**config.mk**
```make
export PLATFORM = sky130hd
export DESIGN_NAME = id_ex_reg
export DESIGN_NICKNAME = d
export VERILOG_FILES = /design/src/rtl/riscv_pkg.sv /design/src/rtl/id_ex_hazard.sv /design/src/rtl/id_ex_reg.sv
export SDC_FILE = /design/constraint.sdc
export NUM_CORES = 1
export LEC_CHECK = 0
export ABC_AREA = 1
export CAP_MARGIN = 20
export CORE_AREA = 5 5 133 135
export CTS_BUF_LIST = sky130_fd_sc_hd__clkbuf_4 sky130_fd_sc_hd__clkbuf_8
export DETAILED_ROUTE_END_ITERATION = 7
export DIE_AREA = 0 0 138 140
export HOLD_SLACK_MARGIN = 0.1
export PLACE_DENSITY = 0.93
export SLEW_MARGIN = 20
export SYNTH_ARGS = -nofsm -noshare
export SYNTH_HDL_FRONTEND = slang
export SYNTH_SLANG_ARGS = --single-unit
```
**constraint.sdc**
```tcl
create_clock -name clk -period 2.2 [get_ports clk]
set_input_delay 0.55 -clock clk [delete_from_list [all_inputs] [get_ports clk]]
set_output_delay 0.55 -clock clk [all_outputs]
set_load 0.01 [all_outputs]
```
**src/rtl/riscv_pkg.sv**
```systemverilog
// rtl/riscv_pkg.sv - shared RV32I types and encodings for the ID/EX stage
//
// Purpose: ID/EX control bundle type, result-source and ALU encodings,
//          register-index constants, and a bubble helper.
// Ports:   none (package).
package riscv_pkg;

  localparam int ALU_CTRL_W = 4;

  localparam logic [4:0] REG_X0 = 5'd0;

  localparam logic [1:0] RESULT_SRC_ALU = 2'd0;
  localparam logic [1:0] RESULT_SRC_MEM = 2'd1;
  localparam logic [1:0] RESULT_SRC_PC4 = 2'd2;
  localparam logic [1:0] RESULT_SRC_IMM = 2'd3;

  localparam logic [ALU_CTRL_W-1:0] ALU_ADD  = 4'd0;
  localparam logic [ALU_CTRL_W-1:0] ALU_SUB  = 4'd1;
  localparam logic [ALU_CTRL_W-1:0] ALU_AND  = 4'd2;
  localparam logic [ALU_CTRL_W-1:0] ALU_OR   = 4'd3;
  localparam logic [ALU_CTRL_W-1:0] ALU_XOR  = 4'd4;
  localparam logic [ALU_CTRL_W-1:0] ALU_SLL  = 4'd5;
  localparam logic [ALU_CTRL_W-1:0] ALU_SRL  = 4'd6;
  localparam logic [ALU_CTRL_W-1:0] ALU_SRA  = 4'd7;
  localparam logic [ALU_CTRL_W-1:0] ALU_SLT  = 4'd8;
  localparam logic [ALU_CTRL_W-1:0] ALU_SLTU = 4'd9;

  typedef struct packed {
    logic                  reg_write;
    logic                  mem_read;
    logic                  mem_write;
    logic                  alu_src;
    logic                  branch;
    logic                  jump;
    logic [1:0]            result_src;
    logic [ALU_CTRL_W-1:0] alu_ctrl;
  } id_ex_ctrl_t;

  // Control word of a bubble: nothing is written anywhere downstream.
  function automatic id_ex_ctrl_t ctrl_bubble();
    return '0;
  endfunction

endpackage

```
**src/rtl/id_ex_hazard.sv**
```systemverilog
// rtl/id_ex_hazard.sv - load-use hazard detection and IF/ID stall generation
//
// Purpose: flags a load in EX whose destination is read by the instruction
//          in ID, and derives the front-end stall.
// Ports:
//   ex_valid, ex_mem_read, ex_rd   in   state of the instruction in EX
//   id_valid, id_rs1, id_rs2       in   sources of the instruction in ID
//   ex_flush, ext_stall            in   flush from EX, downstream freeze
//   load_use                       out  load-use hazard present
//   stall_if_id                    out  hold PC and IF/ID this cycle
module id_ex_hazard
  import riscv_pkg::*;
(
  input  logic       ex_valid,
  input  logic       ex_mem_read,
  input  logic [4:0] ex_rd,
  input  logic       id_valid,
  input  logic [4:0] id_rs1,
  input  logic [4:0] id_rs2,
  input  logic       ex_flush,
  input  logic       ext_stall,
  output logic       load_use,
  output logic       stall_if_id
);

  // A load into x0 produces nothing worth waiting for.
  assign load_use = ex_valid & ex_mem_read & (ex_rd != REG_X0) & id_valid &
                    ((id_rs1 == ex_rd) | (id_rs2 == ex_rd));

  // A flush kills the dependent instruction anyway, so it must not stall.
  assign stall_if_id = ext_stall | (load_use & ~ex_flush);

endmodule

```
**src/rtl/id_ex_reg.sv**
```systemverilog
// rtl/id_ex_reg.sv - ID/EX pipeline register with load-use bubble insertion
//
// Purpose: captures decoded operands/control from ID and drives EX. Holds on
//          ext_stall, inserts a bubble on EX_flush or load-use.
// Build option: macro ID_EX_PERF_EN enables the saturating bubble/flush
//          counters; otherwise bubble_cnt/flush_cnt are tied to zero.
// Ports:
//   clk, rst_n                        clock, async active-low reset
//   ID_valid, ID_pc, ID_rs1_data,
//   ID_rs2_data, ID_imm, ID_rs1,
//   ID_rs2, ID_rd, ID_ctrl            in   instruction in ID
//   EX_flush, ext_stall               in   flush / freeze requests
//   EX_valid, EX_pc, EX_rs1_data,
//   EX_rs2_data, EX_imm, EX_rs1,
//   EX_rs2, EX_rd, EX_ctrl            out  registered instruction in EX
//   Stall_IF_ID                       out  combinational front-end stall
//   bubble_cnt, flush_cnt             out  perf counters
module id_ex_reg
  import riscv_pkg::*;
#(
  parameter int XLEN  = 32,
  parameter int CNT_W = 16
) (
  input  logic             clk,
  input  logic             rst_n,
  input  logic             ID_valid,
  input  logic [XLEN-1:0]  ID_pc,
  input  logic [XLEN-1:0]  ID_rs1_data,
  input  logic [XLEN-1:0]  ID_rs2_data,
  input  logic [XLEN-1:0]  ID_imm,
  input  logic [4:0]       ID_rs1,
  input  logic [4:0]       ID_rs2,
  input  logic [4:0]       ID_rd,
  input  id_ex_ctrl_t      ID_ctrl,
  input  logic             EX_flush,
  input  logic             ext_stall,
  output logic             EX_valid,
  output logic [XLEN-1:0]  EX_pc,
  output logic [XLEN-1:0]  EX_rs1_data,
  output logic [XLEN-1:0]  EX_rs2_data,
  output logic [XLEN-1:0]  EX_imm,
  output logic [4:0]       EX_rs1,
  output logic [4:0]       EX_rs2,
  output logic [4:0]       EX_rd,
  output id_ex_ctrl_t      EX_ctrl,
  output logic             Stall_IF_ID,
  output logic [CNT_W-1:0] bubble_cnt,
  output logic [CNT_W-1:0] flush_cnt
);

  logic load_use;

  logic            valid_q,    valid_d;
  logic [XLEN-1:0] pc_q,       pc_d;
  logic [XLEN-1:0] rs1_data_q, rs1_data_d;
  logic [XLEN-1:0] rs2_data_q, rs2_data_d;
  logic [XLEN-1:0] imm_q,      imm_d;
  logic [4:0]      rs1_q,      rs1_d;
  logic [4:0]      rs2_q,      rs2_d;
  logic [4:0]      rd_q,       rd_d;
  id_ex_ctrl_t     ctrl_q,     ctrl_d;

  id_ex_hazard u_hazard (
    .ex_valid    (valid_q),
    .ex_mem_read (ctrl_q.mem_read),
    .ex_rd       (rd_q),
    .id_valid    (ID_valid),
    .id_rs1      (ID_rs1),
    .id_rs2      (ID_rs2),
    .ex_flush    (EX_flush),
    .ext_stall   (ext_stall),
    .load_use    (load_use),
    .stall_if_id (Stall_IF_ID)
  );

  // Priority: freeze > flush > load-use bubble > capture. Bubbles only clear
  // valid/ctrl; data fields hold since nothing downstream consumes them.
  always_comb begin
    valid_d    = valid_q;
    pc_d       = pc_q;
    rs1_data_d = rs1_data_q;
    rs2_data_d = rs2_data_q;
    imm_d      = imm_q;
    rs1_d      = rs1_q;
    rs2_d      = rs2_q;
    rd_d       = rd_q;
    ctrl_d     = ctrl_q;
    if (ext_stall) begin
      // frozen; a pending flush is re-asserted by the branch unit later
    end else if (EX_flush || load_use) begin
      valid_d = 1'b0;
      ctrl_d  = ctrl_bubble();
    end else begin
      valid_d    = ID_valid;
      pc_d       = ID_pc;
      rs1_data_d = ID_rs1_data;
      rs2_data_d = ID_rs2_data;
      imm_d      = ID_imm;
      rs1_d      = ID_rs1;
      rs2_d      = ID_rs2;
      rd_d       = ID_rd;
      ctrl_d     = ID_valid ? ID_ctrl : ctrl_bubble();
    end
  end

  always_ff @(posedge clk or negedge rst_n) begin
    if (!rst_n) begin
      valid_q    <= 1'b0;
      pc_q       <= '0;
      rs1_data_q <= '0;
      rs2_data_q <= '0;
      imm_q      <= '0;
      rs1_q      <= '0;
      rs2_q      <= '0;
      rd_q       <= '0;
      ctrl_q     <= '0;
    end else begin
      valid_q    <= valid_d;
      pc_q       <= pc_d;
      rs1_data_q <= rs1_data_d;
      rs2_data_q <= rs2_data_d;
      imm_q      <= imm_d;
      rs1_q      <= rs1_d;
      rs2_q      <= rs2_d;
      rd_q       <= rd_d;
      ctrl_q     <= ctrl_d;
    end
  end

  assign EX_valid    = valid_q;
  assign EX_pc       = pc_q;
  assign EX_rs1_data = rs1_data_q;
  assign EX_rs2_data = rs2_data_q;
  assign EX_imm      = imm_q;
  assign EX_rs1      = rs1_q;
  assign EX_rs2      = rs2_q;
  assign EX_rd       = rd_q;
  assign EX_ctrl     = ctrl_q;

`ifdef ID_EX_PERF_EN
  logic [CNT_W-1:0] bubble_cnt_q, bubble_cnt_d;
  logic [CNT_W-1:0] flush_cnt_q,  flush_cnt_d;

  // Count only edges where the bubble is actually applied; saturate.
  always_comb begin
    bubble_cnt_d = bubble_cnt_q;
    flush_cnt_d  = flush_cnt_q;
    if (!ext_stall && EX_flush && (flush_cnt_q != '1))
      flush_cnt_d = flush_cnt_q + 1'b1;
    if (!ext_stall && !EX_flush && load_use && (bubble_cnt_q != '1))
      bubble_cnt_d = bubble_cnt_q + 1'b1;
  end

  always_ff @(posedge clk or negedge rst_n) begin
    if (!rst_n) begin
      bubble_cnt_q <= '0;
      flush_cnt_q  <= '0;
    end else begin
      bubble_cnt_q <= bubble_cnt_d;
      flush_cnt_q  <= flush_cnt_d;
    end
  end

  assign bubble_cnt = bubble_cnt_q;
  assign flush_cnt  = flush_cnt_q;
`else
  assign bubble_cnt = '0;
  assign flush_cnt  = '0;
`endif

endmodule

```
==> results by stage, run 1 <==
Run status:
- The run finished, with violations left.
- The checks that failed: negative setup slack.

Worst hold path:
- The class of the tightest hold or removal check is reg -> reg.
- In this run the most critical hold path is launched from EX_pc[18]$_DFFE_PN0P_.

Timing:
- Setup repair after global routing could not meet its margin everywhere.
- Timing would allow up to 0.4478 GHz.
- Of the available clock period, the critical path in the final layout requires 101.5%.
- The max-slew violation count is 0.
- Setup slack on the critical path of the routed design comes to -33.27 ps.
- The maximum clock skew at final layout is around 12 ps.
- Setup violations remaining at the end of the flow were counted as 1.
- The final hold violation count is 0.
- The clock period minus worst slack is roughly 2200 ps.

Power:
- The leakage component of the power is 5.180 nW.
- The worst supply voltage drop on vdd is 0.3332 mV.
- The completed layout was analyzed and its total power is 7.405 mW.
- The power per cell area is 706.0 nW/um^2.

Critical path:
- The worst setup path startpoint is EX_rd[0]$_DFFE_PN0P_.
- Data on the critical path is required at its endpoint by 1650 ps.
- In this design, the stage delay of the slowest critical-path cell is between 400 and 500 ps.
- The most numerous cell type found on the critical path is sky130_fd_sc_hd__nor2_1.
- The beginning of the worst register-to-register path is EX_rd[4]$_DFFE_PN0P_.
- The worst setup path is captured at a primary output.
- The cell family contributing the most delay on the critical path is simple AND/OR/NAND/NOR gates.
- The data arrival time of the worst path is 1680 ps.
- The startpoint type of the worst setup path is a flip-flop.
- The buffers plus inverters on the worst setup path is 1.
- In this run the worst path has a maximum fanout of 6.
- The critical path goes through nor2_2 > nor2_1 > nor2_1 > nand3_1 > nand2_2 > nand2_4 > o21bai_4 > buf_6.
- The worst setup path is of the reg -> out kind.
- For this design, the slowest cell found on the critical path is sky130_fd_sc_hd__dfrtp_2.

GRT:
- In the global route stage, overall resource usage came out at 21.61%.
- The via count of the first global-routing pass is 6223.
- Entering global routing, the biggest net connects 66 pins.
- The initial antenna violation count is 0.
- After global routing the overflow that remains totals 0.
- The global-route wire length before repair is 33830 um.

Floorplanning:
- The area of the die is 19320 sq um.
- The area of the placeable core is 16350 sq um.
- The floorplan step set the die height to 140 um.
- During I/O placement, the number of pins put on the boundary was 349.
- The number of rows created at floorplan is 47.
- The die extent in x is 138 um.
- For this configuration, the core starts out at a cell density of 40.90%.

Cells and area:
- After the flow finishes, the layout carries non-filler instances totaling 1317.
- The signed area change from the synthesized netlist to the final layout is 56.85%.
- The post-layout net count is 1244.
- The share of final-layout standard cells stronger than drive strength 1 is around 7%.
- The count of inserted antenna diode cells is 0.

Synth:
- For this run, the number of Yosys warnings is 0.
- For this run, the register share of the synthesized area comes to between 50% and 60%.
- The synthesized design devotes to its leading area cell type 58.38% of total area.
- Synthesis inferred 156 register bits.
- The number of distinct library cell variants in the gate-level netlist after synthesis is 17.
- The cell area that synthesis handed to floorplanning was approximately 6700 sq um.
- The biggest area contributor in the post-synthesis netlist is sky130_fd_sc_hd__dfrtp_1.
- The number of standard cells after synthesis is 774.
- Averaged over all synthesized cells, the footprint is 8.639 sq um.
- By area the synthesized netlist is led by sky130_fd_sc_hd__dfrtp_1 (58%), sky130_fd_sc_hd__nand2_1 (19%), sky130_fd_sc_hd__nand3_1 (11%), sky130_fd_sc_hd__buf_4 (3.7%), sky130_fd_sc_hd__buf_2 (1.7%).

Clocking:
- The clock tree synthesis step divided the H-tree into 4 levels.
- The later pin in the worst-skew pair is clocked with a latency of around 440 ps.
- The tree is rooted in a sky130_fd_sc_hd__clkbuf_8.
- The TritonCTS clock tree is yes.
- After clock tree synthesis, the clock-pin slew on the worst setup and hold paths is 90 ps.
- For this design, the sink count on the clock tree is 156.
- The number of buffers inserted during clock tree synthesis is 17.
- The buffer levels on the longest clock path is 2.

Drt:
- The detailed router's first-iteration violation count is 451.
- The detailed-routing iteration count for the pre-antenna-repair pass is 5.
- The post-detailed-route count of antenna-violating nets is 0.
- After detailed routing, the average wire length per cell comes to about 17 um.
- For this block, the routed nets add up to 21770 um of wire.
- The remaining routing DRC violations is 0.
- Summing over every cut layer, the via total after detailed routing is 6379.
- Using the TritonRoute via totals, the vias-per-cell ratio works out to 4.844.

Placed design:
- The post-detailed-placement half-perimeter wirelength is 16310 um.
- The final weighted congestion in routability-driven placement is 0.8882.
- Buffers placed on the I/O ports in this run total between 300 and 400.
- After detailed placement, the design holds a cell count of 1283.

Job:
- The number of max-cap violations is 0.
layer usage:
metal / track usage, % / wire length, um / up-vias
li1: - / - / 3005
met5: 0 / 0 / -
met4: 8.424 / 743 / 0
met2: 36.66 / 10950 / 312
met1: 25.91 / 8312 / 3014
met3: 6.578 / 1759 / 48
report_power, final:
group	internal [mW]	switching, mW
registers	3.21	0.211
logic	1.05	0.820
clock network	0.966	1.15
total	5.23	2.18
flip-flops by register name, summed over array words and instances, names as in the netlist:
name,count
EX_rd,5
EX_rs2,5
EX_imm,32
EX_rs2_data,32
EX_ctrl,12
EX_rs1,5
EX_valid,1
EX_rs1_data,32
EX_pc,32
what timing repair did:
action	4_1_cts	5_1_grt
pin swaps	6	5
hold buffers	1	0
setup endpoints to repair	7	60
hold endpoints to repair	41	0
setup buffers	1	0
gates resized for setup	20	8
tightest hold or removal path, delay by kind of cell (launching register included):
kind,cells,cell delay [ps]
AND/OR/NAND/NOR,2,100
flip-flops,1,350
area by class of cell:
cell class / count / area [sq um]
clock buffer: 19 / 255.2
clock inverter: 13 / 131.4
fill: 1322 / 5861
inverter: 12 / 45.04
multi-input combinational: 553 / 2372
sequential: 156 / 3910
tap: 220 / 275.3
timing repair buffer: 344 / 3498
cells in the final DEF, fill, tap and decap left out, types with 2 or more instances in the layout:
cell and n:
sky130_fd_sc_hd__buf_12 10, sky130_fd_sc_hd__nor2_2 3, sky130_fd_sc_hd__buf_6 4, sky130_fd_sc_hd__conb_1 32, sky130_fd_sc_hd__nand2_4 2, sky130_fd_sc_hd__inv_6 4
sky130_fd_sc_hd__dlygate4sd2_1 10, sky130_fd_sc_hd__clkinvlp_4 4, sky130_fd_sc_hd__inv_2 3, sky130_fd_sc_hd__clkdlybuf4s50_1 304, sky130_fd_sc_hd__clkbuf_8 18, sky130_fd_sc_hd__nand3b_1 12
sky130_fd_sc_hd__inv_8 2, sky130_fd_sc_hd__nor2_1 7, sky130_fd_sc_hd__nand3_1 147, sky130_fd_sc_hd__inv_1 9, sky130_fd_sc_hd__nand2_1 344, sky130_fd_sc_hd__dfrtp_1 151
sky130_fd_sc_hd__dfrtp_2 5, sky130_fd_sc_hd__buf_4 15
logic make-up after synthesis:
| logic type | count (synthesis) | synth area share [%] |
|---|---|---|
| compound gates | 1 | 0.1123 |
| xor+xnor | 2 | 0.2620 |
| buf+inv | 96 | 8.570 |
| flops | 156 | 58.38 |
| other cells | 1 | 0.05608 |
| simple gates | 518 | 32.62 |
cell usage after synthesis:
cell type,instances
sky130_fd_sc_hd__nand2_1,345
sky130_fd_sc_hd__clkbuf_1,12
sky130_fd_sc_hd__buf_2,23
sky130_fd_sc_hd__dfrtp_1,156
sky130_fd_sc_hd__inv_1,9
sky130_fd_sc_hd__xnor2_1,2
sky130_fd_sc_hd__nand2_2,2
sky130_fd_sc_hd__inv_2,3
sky130_fd_sc_hd__nand3b_1,12
sky130_fd_sc_hd__nor2_1,11
sky130_fd_sc_hd__nand3_1,147
sky130_fd_sc_hd__buf_4,33
sky130_fd_sc_hd__buf_6,8
sky130_fd_sc_hd__nand4_1,1
sky130_fd_sc_hd__conb_1,1
sky130_fd_sc_hd__buf_1,8
sky130_fd_sc_hd__o21bai_1,1
path summary, 6_finish.rpt:
| kind | end | slack (ps) | cells after the start |
|---|---|---|---|
| worst max-delay path | Stall_IF_ID | -30 | 8 |
| worst max register to register | EX_valid$_DFFE_PN0N_ | 120 | 10 |
| worst min-delay path | EX_pc[18]$_DFFE_PN0P_ | 470 | 2 |
| max in group asynchronous | EX_rs1_data[12]$_DFFE_PN0P_ | 970 | 3 |
| worst min register to register | EX_pc[18]$_DFFE_PN0P_ | 470 | 2 |
| min in group asynchronous | EX_imm[2]$_DFFE_PN0P_ | 640 | 2 |
per-stage QoR:
step                worst slack, ps  cell area [sq um]  util, %  hold slack, ps  setup TNS [ps]
finish                       -33.27              10490    64.15           474.1          -33.27
global route                 -136.5              10490    64.15           488.7          -136.5
detailed placement           -637.4              10050    61.49           457.4          -59360
global placement             -600.7              10050    61.49           452.6          -56550
CTS                          -100.3              10460    63.96           479.2          -100.3
floorplan                     272.0               6803        -           254.4               0
No activity file was read; power rests on OpenSTA's default activity.
==> inputs of run 2 (changes only) <==
--- a/config.mk
+++ b/config.mk
@@ -7,13 +7,15 @@
 export LEC_CHECK = 0
 export ABC_AREA = 1
 export CAP_MARGIN = 20
-export CORE_AREA = 5 5 133 135
+export CORE_AREA = 5 5 134 136
 export CTS_BUF_LIST = sky130_fd_sc_hd__clkbuf_4 sky130_fd_sc_hd__clkbuf_8
 export DETAILED_ROUTE_END_ITERATION = 7
-export DIE_AREA = 0 0 138 140
+export DIE_AREA = 0 0 139 141
 export HOLD_SLACK_MARGIN = 0.1
-export PLACE_DENSITY = 0.93
+export PLACE_DENSITY = 0.92
+export SKIP_CTS_REPAIR_TIMING = 1
 export SLEW_MARGIN = 20
 export SYNTH_ARGS = -nofsm -noshare
 export SYNTH_HDL_FRONTEND = slang
+export SYNTH_HIERARCHICAL = 1
 export SYNTH_SLANG_ARGS = --single-unit
==> run 2 against run 1 <==
Net effect:
- the run still ends with negative setup slack left
- clock power rose by 6%
- global-route usage fell by 0.62 points
- via count rose by 1.7%
- setup slack got worse by 14 ps
- hold slack got worse by 43 ps
- sequential share of layout area fell by 0.25 points
- largest cell class unchanged
- largest power group unchanged
==> results by stage, run 2 <==
Critical path:
- The worst setup path is launched from an input pin.
- In this run the critical register-to-register path is launched from EX_rd[0]$_DFFE_PN0P_.
- The destination of the worst register-to-register timing path is EX_rs2_data[13]$_DFFE_PN0P_.
- The cell that appears most often on the critical path is sky130_fd_sc_hd__nand2_1.
- The depth of the worst register-to-register path is 12 (+2).
- The slack of the worst reg-to-reg path is 140 ps (+20 ps).
- The biggest fanout along the worst timing path is 2 (-4).
- The data arrival time of the worst path is 1700 ps (+20 ps).
- The master of the slowest instance on the critical path is sky130_fd_sc_hd__clkdlybuf4s50_1.
- The buffers plus inverters on the worst setup path is 2 (+1).
- The worst setup path is captured at a primary output.
- The instance count on the critical path is 7 (-1).
- The delay of the slowest critical-path stage is 500 ps (+30 ps).
- The critical path is of the in -> out type.
- The signal on the critical path passes through clkdlybuf4s50_1 > xnor2_1 > nand3_1 > nand2_1 > nand3_2 > nand2_1 > buf_2.
- The worst path required time is 1650 ps (about the same).
- On the critical path the largest part of the delay comes from buffers and inverters.

Synth:
- The post-synthesis average cell area was 8.476 sq um (-1.9%).
- Among all cell types in the netlist, the one instantiated most often is sky130_fd_sc_hd__nand2_1.
- The total number of yosys warnings was 6 (+6).
- The number of distinct library cell variants in the gate-level netlist after synthesis was 15 (-2).
- The synthesized design spends more area on one cell type than any other, namely sky130_fd_sc_hd__dfrtp_1.
- The async set or reset register ratio after synthesis is 100.0% (unchanged).
- The most used flip-flop cell after synthesis is sky130_fd_sc_hd__dfrtp_1.
- The portion of the post-synthesis area used by sequential elements came to 58.30% (-0.087 points).
- The post-synthesis cell area came to 6696 sq um (+0.15%).
- The count of flip-flops with a built-in enable after synthesis is 0 (unchanged).
- The number of standard cells after synthesis was 790 (+2.1%).
- The post-synthesis register bit count is 156 (unchanged).
- The share of the synthesized area in the top cell type is 58.30% (-0.087 points).
- Ranked by instance count, the synthesized netlist is headed by sky130_fd_sc_hd__nand2_1 (347), sky130_fd_sc_hd__nand3_1 (160), sky130_fd_sc_hd__dfrtp_1 (156), sky130_fd_sc_hd__buf_4 (40), sky130_fd_sc_hd__buf_2 (35).
- In the post-synthesis netlist, the biggest area contributors are sky130_fd_sc_hd__dfrtp_1 (58%), sky130_fd_sc_hd__nand2_1 (19%), sky130_fd_sc_hd__nand3_1 (12%), sky130_fd_sc_hd__buf_4 (4.5%), sky130_fd_sc_hd__buf_2 (2.6%).

Timing:
- The final hold slack is 430.8 ps (-43.23 ps).
- The maximum clock skew at final layout is 14.64 ps (+2.431 ps).
- The clock period minus worst slack was 2247 ps (+13.81 ps).
- The maximum clock rate is 0.4450 GHz (-0.61%).
- The final setup violation count is 1 (unchanged).
- The share of the cycle needed by the critical path after routing is 102.1% (+0.63 points).
- The final setup slack of the worst path is -47.08 ps (-13.81 ps).
- The final hold violation count is 0 (unchanged).
- Setup repair after global routing could not meet its margin everywhere.
- The final setup TNS is -47.08 ps (-13.81 ps).
- The max-slew violation count came to 0 (unchanged).

Drt:
- The remaining routing DRC violations came to 0 (unchanged).
- The final routed wire length divided by cell count is 16.34 um (-1.1%).
- The detailed router's first-iteration violation count is 355 (-21%).
- The post-detailed-route count of antenna-violating nets is 0 (unchanged).
- The aggregate routed wire length is 21810 um (+0.21%).
- The detailed-routing iteration count for the pre-antenna-repair pass was 5 (unchanged).
- The count of vias placed by the detailed router is 6486 (+1.7%).
- The routed via count divided by cell count is 4.858 (+0.31%).

Power:
- The worst supply voltage drop on vdd is 0.4160 mV (+25%).
- The leakage component of the power was 5.352 nW (+3.3%).
- The total power draw is 7.563 mW (+2.1%).
- The power per cell area is 716.6 nW/um^2 (+1.5%).

Placed design:
- The total of buffers placed on input and output ports is 316 (unchanged).
- The final weighted congestion in routability-driven placement is 0.8645 (-2.7%).
- The number of placed instances with taps included is 1298 (+1.2%).
- The post-detailed-placement half-perimeter wirelength is 15410 um (-5.5%).
- The area after detailed placement is 10010 sq um (-0.44%).
- The setup slack at placement was -593.9 ps (+43.53 ps).

Cells and area:
- The final cell count without fillers is 1335 (+1.4%).
- The count of inserted antenna diode cells is 0 (unchanged).
- The share of final-layout standard cells stronger than drive strength 1 came to 6.126% (-0.98 points).
- The leading cell type in the layout, fill and taps excluded is sky130_fd_sc_hd__nand2_1.
- The signed area change from the synthesized netlist to the final layout is 57.61%.
- The final cell area excluding filler cells is 10550 sq um (+0.63%).
- The top cell types in the final layout, fill and taps aside, are sky130_fd_sc_hd__nand2_1 (347), sky130_fd_sc_hd__clkdlybuf4s50_1 (305), sky130_fd_sc_hd__nand3_1 (159).
- The fraction of the core area covered by cells at the end of the flow is 62.76% (-1.4 points).
- The post-layout net count is 1257 (+1.0%).

Clocking:
- The tree is rooted in a sky130_fd_sc_hd__clkbuf_8.
- TritonCTS built the clock tree.
- The source-to-sink clock delay at the later pin of the worst-skew pair came to 440 ps (about the same).
- The total number of clock tree sinks was 156 (unchanged).
- The number of buffers inserted during clock tree synthesis was 17 (unchanged).
- The deepest level of the CTS H-tree is 4 (unchanged).
- The buffer levels on the longest clock path was 2 (unchanged).
- The clock slew at the register clock pins of the worst setup and hold paths is 90 ps (about the same).

Worst hold path:
- The min-delay analysis places its worst path in the category in -> reg.
- The launch instance of the worst min-delay path is ID_rs1[3].
- The endpoint of the worst hold path is EX_rs1[3]$_DFFE_PN0P_.
- The number of instances on the worst hold path was 3 (+1).

GRT:
- The global-route wire length before repair is 33590 um (-0.71%).
- The via count of the first global-routing pass is 6578 (+5.7%).
- The total track usage was 20.99% (-0.62 points).
- The largest net degree at the start of global routing is 78 (+18%).
- The initial antenna violation count came to 0 (unchanged).
- The aggregate global routing overflow was 0 (unchanged).

Run status:
- The run finished, with violations left.
- The checks that failed: negative setup slack.

Floorplanning:
- The starting utilization of the core area is 39.82% (-1.1 points).
- The I/O pin count is 349 (unchanged).
- The number of rows created at floorplan is 48 (+2.1%).
- The die extent in x was 139 um (+0.72%).
- The area of the die was 19600 sq um (+1.4%).
- The chip height is 141 um (+0.71%).
- The area of the placeable core is 16820 sq um (+2.9%).

Job:
- The number of max-cap violations is 0 (unchanged).
-- run 2: changes by cell type after synthesis, sizes merged --
cell and change:
a21oi +1, buf +3, clkbuf -4, inv +16
nand2 +1, nand3 +13, nand3b -12, nor2 -1
o21bai -1
-- run 2: how the worst max path moves through the flow --
stage / start / endpoint / slack, ps
5_1_grt: EX_rd[0]$_DFFE_PN0P_ / Stall_IF_ID / -190
3_5_place_dp: ID_rs1[2] / Stall_IF_ID / -590
3_3_place_gp: ID_rs1[2] / Stall_IF_ID / -520
4_1_cts: ID_rs1[2] / Stall_IF_ID / -600
2_1_floorplan: ID_rs2[0] / EX_pc[0]$_DFFE_PN0P_ / 530
6_report: ID_rs2[4] / Stall_IF_ID / -50
-- run 2: final cells by class --
class,instances,area [sq um]
inverter,28,107.6
fill,1344,6262
multi-input combinational,554,2325
clock inverter,13,153.9
tap,225,281.5
sequential,156,3909
clock buffer,19,255.2
timing repair buffer,340,3522
-- run 2: logic make-up after synthesis --
family | after synthesis | share of synthesized area [%]
simple gates | 519 | 32.19
flops | 156 | 58.30
buf+inv | 111 | 9.118
xor+xnor | 2 | 0.2616
compound gates | 1 | 0.07467
other cells | 1 | 0.05600
-- run 2: worst register-to-register path: stages, from the launching register on --
cell,delay [ps]
sky130_fd_sc_hd__dfrtp_2,460
sky130_fd_sc_hd__nand2_1,90
sky130_fd_sc_hd__inv_1,40
sky130_fd_sc_hd__nor2_1,80
sky130_fd_sc_hd__nor2_1,50
sky130_fd_sc_hd__nand3_1,120
sky130_fd_sc_hd__buf_4,120
sky130_fd_sc_hd__buf_4,90
sky130_fd_sc_hd__a21oi_1,80
sky130_fd_sc_hd__nor2_4,270
sky130_fd_sc_hd__buf_12,300
sky130_fd_sc_hd__nand3_1,210
sky130_fd_sc_hd__nand2_1,100
-- run 2: power by group --
group          internal [mW]  total, mW  switching, mW
Sequential              3.21       3.42          0.214
Clock                   1.08       2.24           1.15
Combinational           1.05       1.90          0.856
-- run 2: metal layers --
metal	up-vias	track usage (%)	share of wire, %
li1	3033	-	-
met1	3053	24.54	38
met2	335	35.44	49
met3	65	6.954	9.6
met4	0	9.166	3.6
met5	-	0	0
==> inputs of run 3 (changes only) <==
--- a/config.mk
+++ b/config.mk
@@ -12,7 +12,7 @@
 export DETAILED_ROUTE_END_ITERATION = 7
 export DIE_AREA = 0 0 139 141
 export HOLD_SLACK_MARGIN = 0.1
-export PLACE_DENSITY = 0.92
+export PLACE_DENSITY = 0.86
 export SKIP_CTS_REPAIR_TIMING = 1
 export SLEW_MARGIN = 20
 export SYNTH_ARGS = -nofsm -noshare
==> run 3 against run 2 <==
Net effect:
- the run now ends clean
- combinational power hardly changed
- total power rose by 0.47%
- register-to-register slack lost 70 ps
- critical path depth did not move
- first-iteration DRC count is 14% lower
- via count shrank 2.3%
- core utilization rose by 0.52 points
- cell area grew 0.83%
- critical endpoint unchanged
- largest power group unchanged
==> results by stage, run 3 (synthesis results as in run 2) <==
Run status:
- The flow ran to the end, and the final reports show no timing, DRC or antenna violations.

Drt:
- The detailed router's first-iteration violation count came to 305 (-14%).
- The post-detailed-route count of antenna-violating nets is 0 (unchanged).
- The wire length on met2 was 10930 um (+2.3%).
- Signal routing reaches up to met4.
- The total length of routed met3 wires is 1893 um (-9.8%).
- The aggregate routed wire length came to 22330 um (+2.4%).
- The routed via count divided by cell count came to 4.731 (-2.6%).
- The routed length on met1 is 8873 um (+7.5%).
- The remaining routing DRC violations is 0 (unchanged).
- The count of vias placed by the detailed router is 6339 (-2.3%).
- The detailed-routing iteration count for the pre-antenna-repair pass is 5 (unchanged).
- The final routed wire length divided by cell count is 16.67 um (+2.0%).

Critical path:
- Traced cell by cell, the critical path runs through clkdlybuf4s50_1 > xnor2_1 > nand3_1 > nand2_1 > nand3_1 > nand2_1 > buf_6.
- The worst setup path is launched from an input pin.
- The worst path required time was 1650 ps (about the same).
- The slowest stage of the critical path is the sky130_fd_sc_hd__clkdlybuf4s50_1 cell.
- The depth of the worst register-to-register path is 13 (+1).
- The delay of the slowest critical-path stage is 490 ps (about the same).
- The worst setup path is captured at a primary output.
- The endpoint identified for the worst register-to-register timing path is EX_ctrl[4]$_DFFE_PN0N_.
- The instance count on the critical path is 7 (unchanged).
- The worst setup path is of the in -> out kind.
- The biggest fanout along the worst timing path was 2 (unchanged).
- The data arrival time of the worst path is 1640 ps (-60 ps).
- The slack of the worst reg-to-reg path came to 70 ps (-70 ps).
- The buffers plus inverters on the worst setup path is 2 (unchanged).
- The worst register-to-register path begins at EX_rd[0]$_DFFE_PN0P_.
- In this design, the largest share of critical-path delay is due to buffers and inverters.

Clocking:
- The number of buffers inserted during clock tree synthesis was 17 (unchanged).
- The clock slew at the register clock pins of the worst setup and hold paths is 80 ps (about the same).
- The buffer levels on the longest clock path was 2 (unchanged).
- The total number of clock tree sinks is 156 (unchanged).
- The TritonCTS clock tree is yes.
- The source-to-sink clock delay at the later pin of the worst-skew pair is 450 ps (about the same).
- The deepest level of the CTS H-tree is 4 (unchanged).
- Clock tree synthesis selected as its root buffer the cell sky130_fd_sc_hd__clkbuf_8.

Power:
- The switching power is 2.227 mW (+0.13%).
- The power per cell area is 714.1 nW/um^2 (-0.36%).
- The clock network fraction of total power is 29.6% (about the same).
- The cell-internal power is 5.371 mW (+0.61%).
- The switching share of total power is 29.31% (-0.10 points).
- The portion of total power attributed to sequential cells is 45.0% (-0.3 points).
- The leakage component of the power is 5.384 nW (+0.60%).
- The proportion of power drawn by combinational gates was 25.4% (+0.2 points).
- The worst supply voltage drop on vdd is 0.3597 mV (-14%).

Cells and area:
- The share of final-layout standard cells stronger than drive strength 1 is 6.637% (+0.51 points).
- The final cell area excluding filler cells is 10640 sq um (+0.83%).
- The leading cell type in the layout, fill and taps excluded is sky130_fd_sc_hd__nand2_1.
- The post-layout net count is 1262 (+0.40%).
- The library cells used most frequently in the layout, excluding fill and tap cells, are sky130_fd_sc_hd__nand2_1 (346), sky130_fd_sc_hd__clkdlybuf4s50_1 (306), sky130_fd_sc_hd__nand3_1 (160).
- The count of filler cells inserted in the layout is 1389 (+3.3%).
- Relative to the synthesized area, the layout overhead comes to 58.91%.
- The final cell count without fillers was 1340 (+0.37%).
- The fraction of the core area covered by cells at the end of the flow is 63.28% (+0.52 points).
- The count of inserted antenna diode cells came to 0 (unchanged).

GRT:
- The global-route wire length before repair was 33480 um (-0.33%).
- The largest net degree at the start of global routing is 90 (+15%).
- The aggregate global routing overflow is 0 (unchanged).
- The total track usage was 21.23% (+0.24 points).
- The initial antenna violation count is 0 (unchanged).
- The via count of the first global-routing pass was 6208 (-5.6%).

Placed design:
- The post-detailed-placement half-perimeter wirelength was 15420 um (about the same).
- The area after detailed placement is 10020 sq um (+0.15%).
- The number of placed instances with taps included is 1300 (+0.15%).
- The total of buffers placed on input and output ports was 316 (unchanged).
- The final weighted congestion in routability-driven placement is 0.8528 (-1.4%).

Floorplanning:
- The chip height came to 141 um (unchanged).
- The I/O pin count was 349 (unchanged).
- The die extent in x is 139 um (unchanged).
- The number of rows created at floorplan came to 48 (unchanged).
- The area of the die is 19600 sq um (unchanged).
- The area of the placeable core came to 16820 sq um (unchanged).
- The starting utilization of the core area was 39.82% (unchanged).

Timing:
- The clock period minus worst slack is 2193 ps (-54.18 ps).
- The final setup violation count is 0 (-1).
- The share of the cycle needed by the critical path after routing is 99.68% (-2.5 points).
- The final hold violation count came to 0 (unchanged).
- Setup repair after global routing could not meet its margin everywhere.
- The maximum clock skew at final layout is 14.31 ps (-0.3351 ps).
- The maximum clock rate is 0.4560 GHz (+2.5%).
- The max-slew violation count is 0 (unchanged).

Job:
- The number of max-cap violations is 0 (unchanged).

Worst hold path:
- The worst hold path begins at ID_rs2[2].
- The endpoint of the worst hold path is EX_rs2[2]$_DFFE_PN0P_.
- The class of the tightest hold or removal check is in -> reg.
- The number of instances on the worst hold path is 3 (unchanged).
run 3: changes by cell type in the layout (fill, tap and decap cells not counted), moves of 2 or more:
cell	previous run	this run
sky130_fd_sc_hd__clkinv_4	3	1
sky130_fd_sc_hd__clkbuf_16	2	4
sky130_fd_sc_hd__buf_4	11	13
sky130_fd_sc_hd__buf_12	6	8
run 3: worst min-delay path: cells and delay by family:
family	cells	cell delay, ps
buffers and inverters	1	130
AND/OR/NAND/NOR	2	160
run 3: cell type report:
cell class	count	area, sq um	share of cell area, %
Clock inverter	13	152.6	1.434
Timing Repair Buffer	345	3607	33.90
Clock buffer	19	261.5	2.457
Inverter	28	107.6	1.011
Tap cell	225	281.5	2.645
Multi-Input combinational cell	554	2322	21.82
Sequential cell	156	3909	36.73
run 3: per-stage QoR:
| step | hold WS, ps | TNS [ps] | power, mW | worst slack, ps |
|---|---|---|---|---|
| after floorplan | 254.4 | 0 | 4.142 | 531.2 |
| after global routing | 403.7 | -3168 | 7.983 | -130.7 |
| after global placement | 452.3 | -45090 | 5.317 | -505.0 |
| final | 431.7 | 0 | 7.599 | 7.102 |
| after detailed placement | 457.0 | -47580 | 5.366 | -526.1 |
| after CTS | -16.44 | -544.1 | 7.631 | -544.1 |
run 3: worst max path at each step:
stage | slack (ps) | end | startpoint
floorplan | 530 | EX_pc[0]$_DFFE_PN0P_ | ID_rs2[0]
global placement | -510 | Stall_IF_ID | ID_rs1[2]
detailed placement | -530 | Stall_IF_ID | ID_rs2[3]
CTS | -540 | Stall_IF_ID | ID_rs2[1]
global route | -130 | Stall_IF_ID | EX_rd[0]$_DFFE_PN0P_
finish | 7 | Stall_IF_ID | ID_rs1[4]
run 3: metal layers:
| layer | global-route usage, % | up-vias |
|---|---|---|
| li1 | - | 3043 |
| met1 | 25.76 | 2958 |
| met2 | 35.49 | 293 |
| met3 | 6.581 | 45 |
| met4 | 8.445 | 0 |
| met5 | 0 | - |
run 3: power groups by stage:
stage	registers (mW)	clock network (mW)	logic, mW
final	3.42	2.25	1.93
after detailed placement	3.47	0	1.90
after global placement	3.45	0	1.87
after floorplan	3.61	0	0.529
after CTS	3.41	2.31	1.90
after global routing	3.46	2.44	2.09
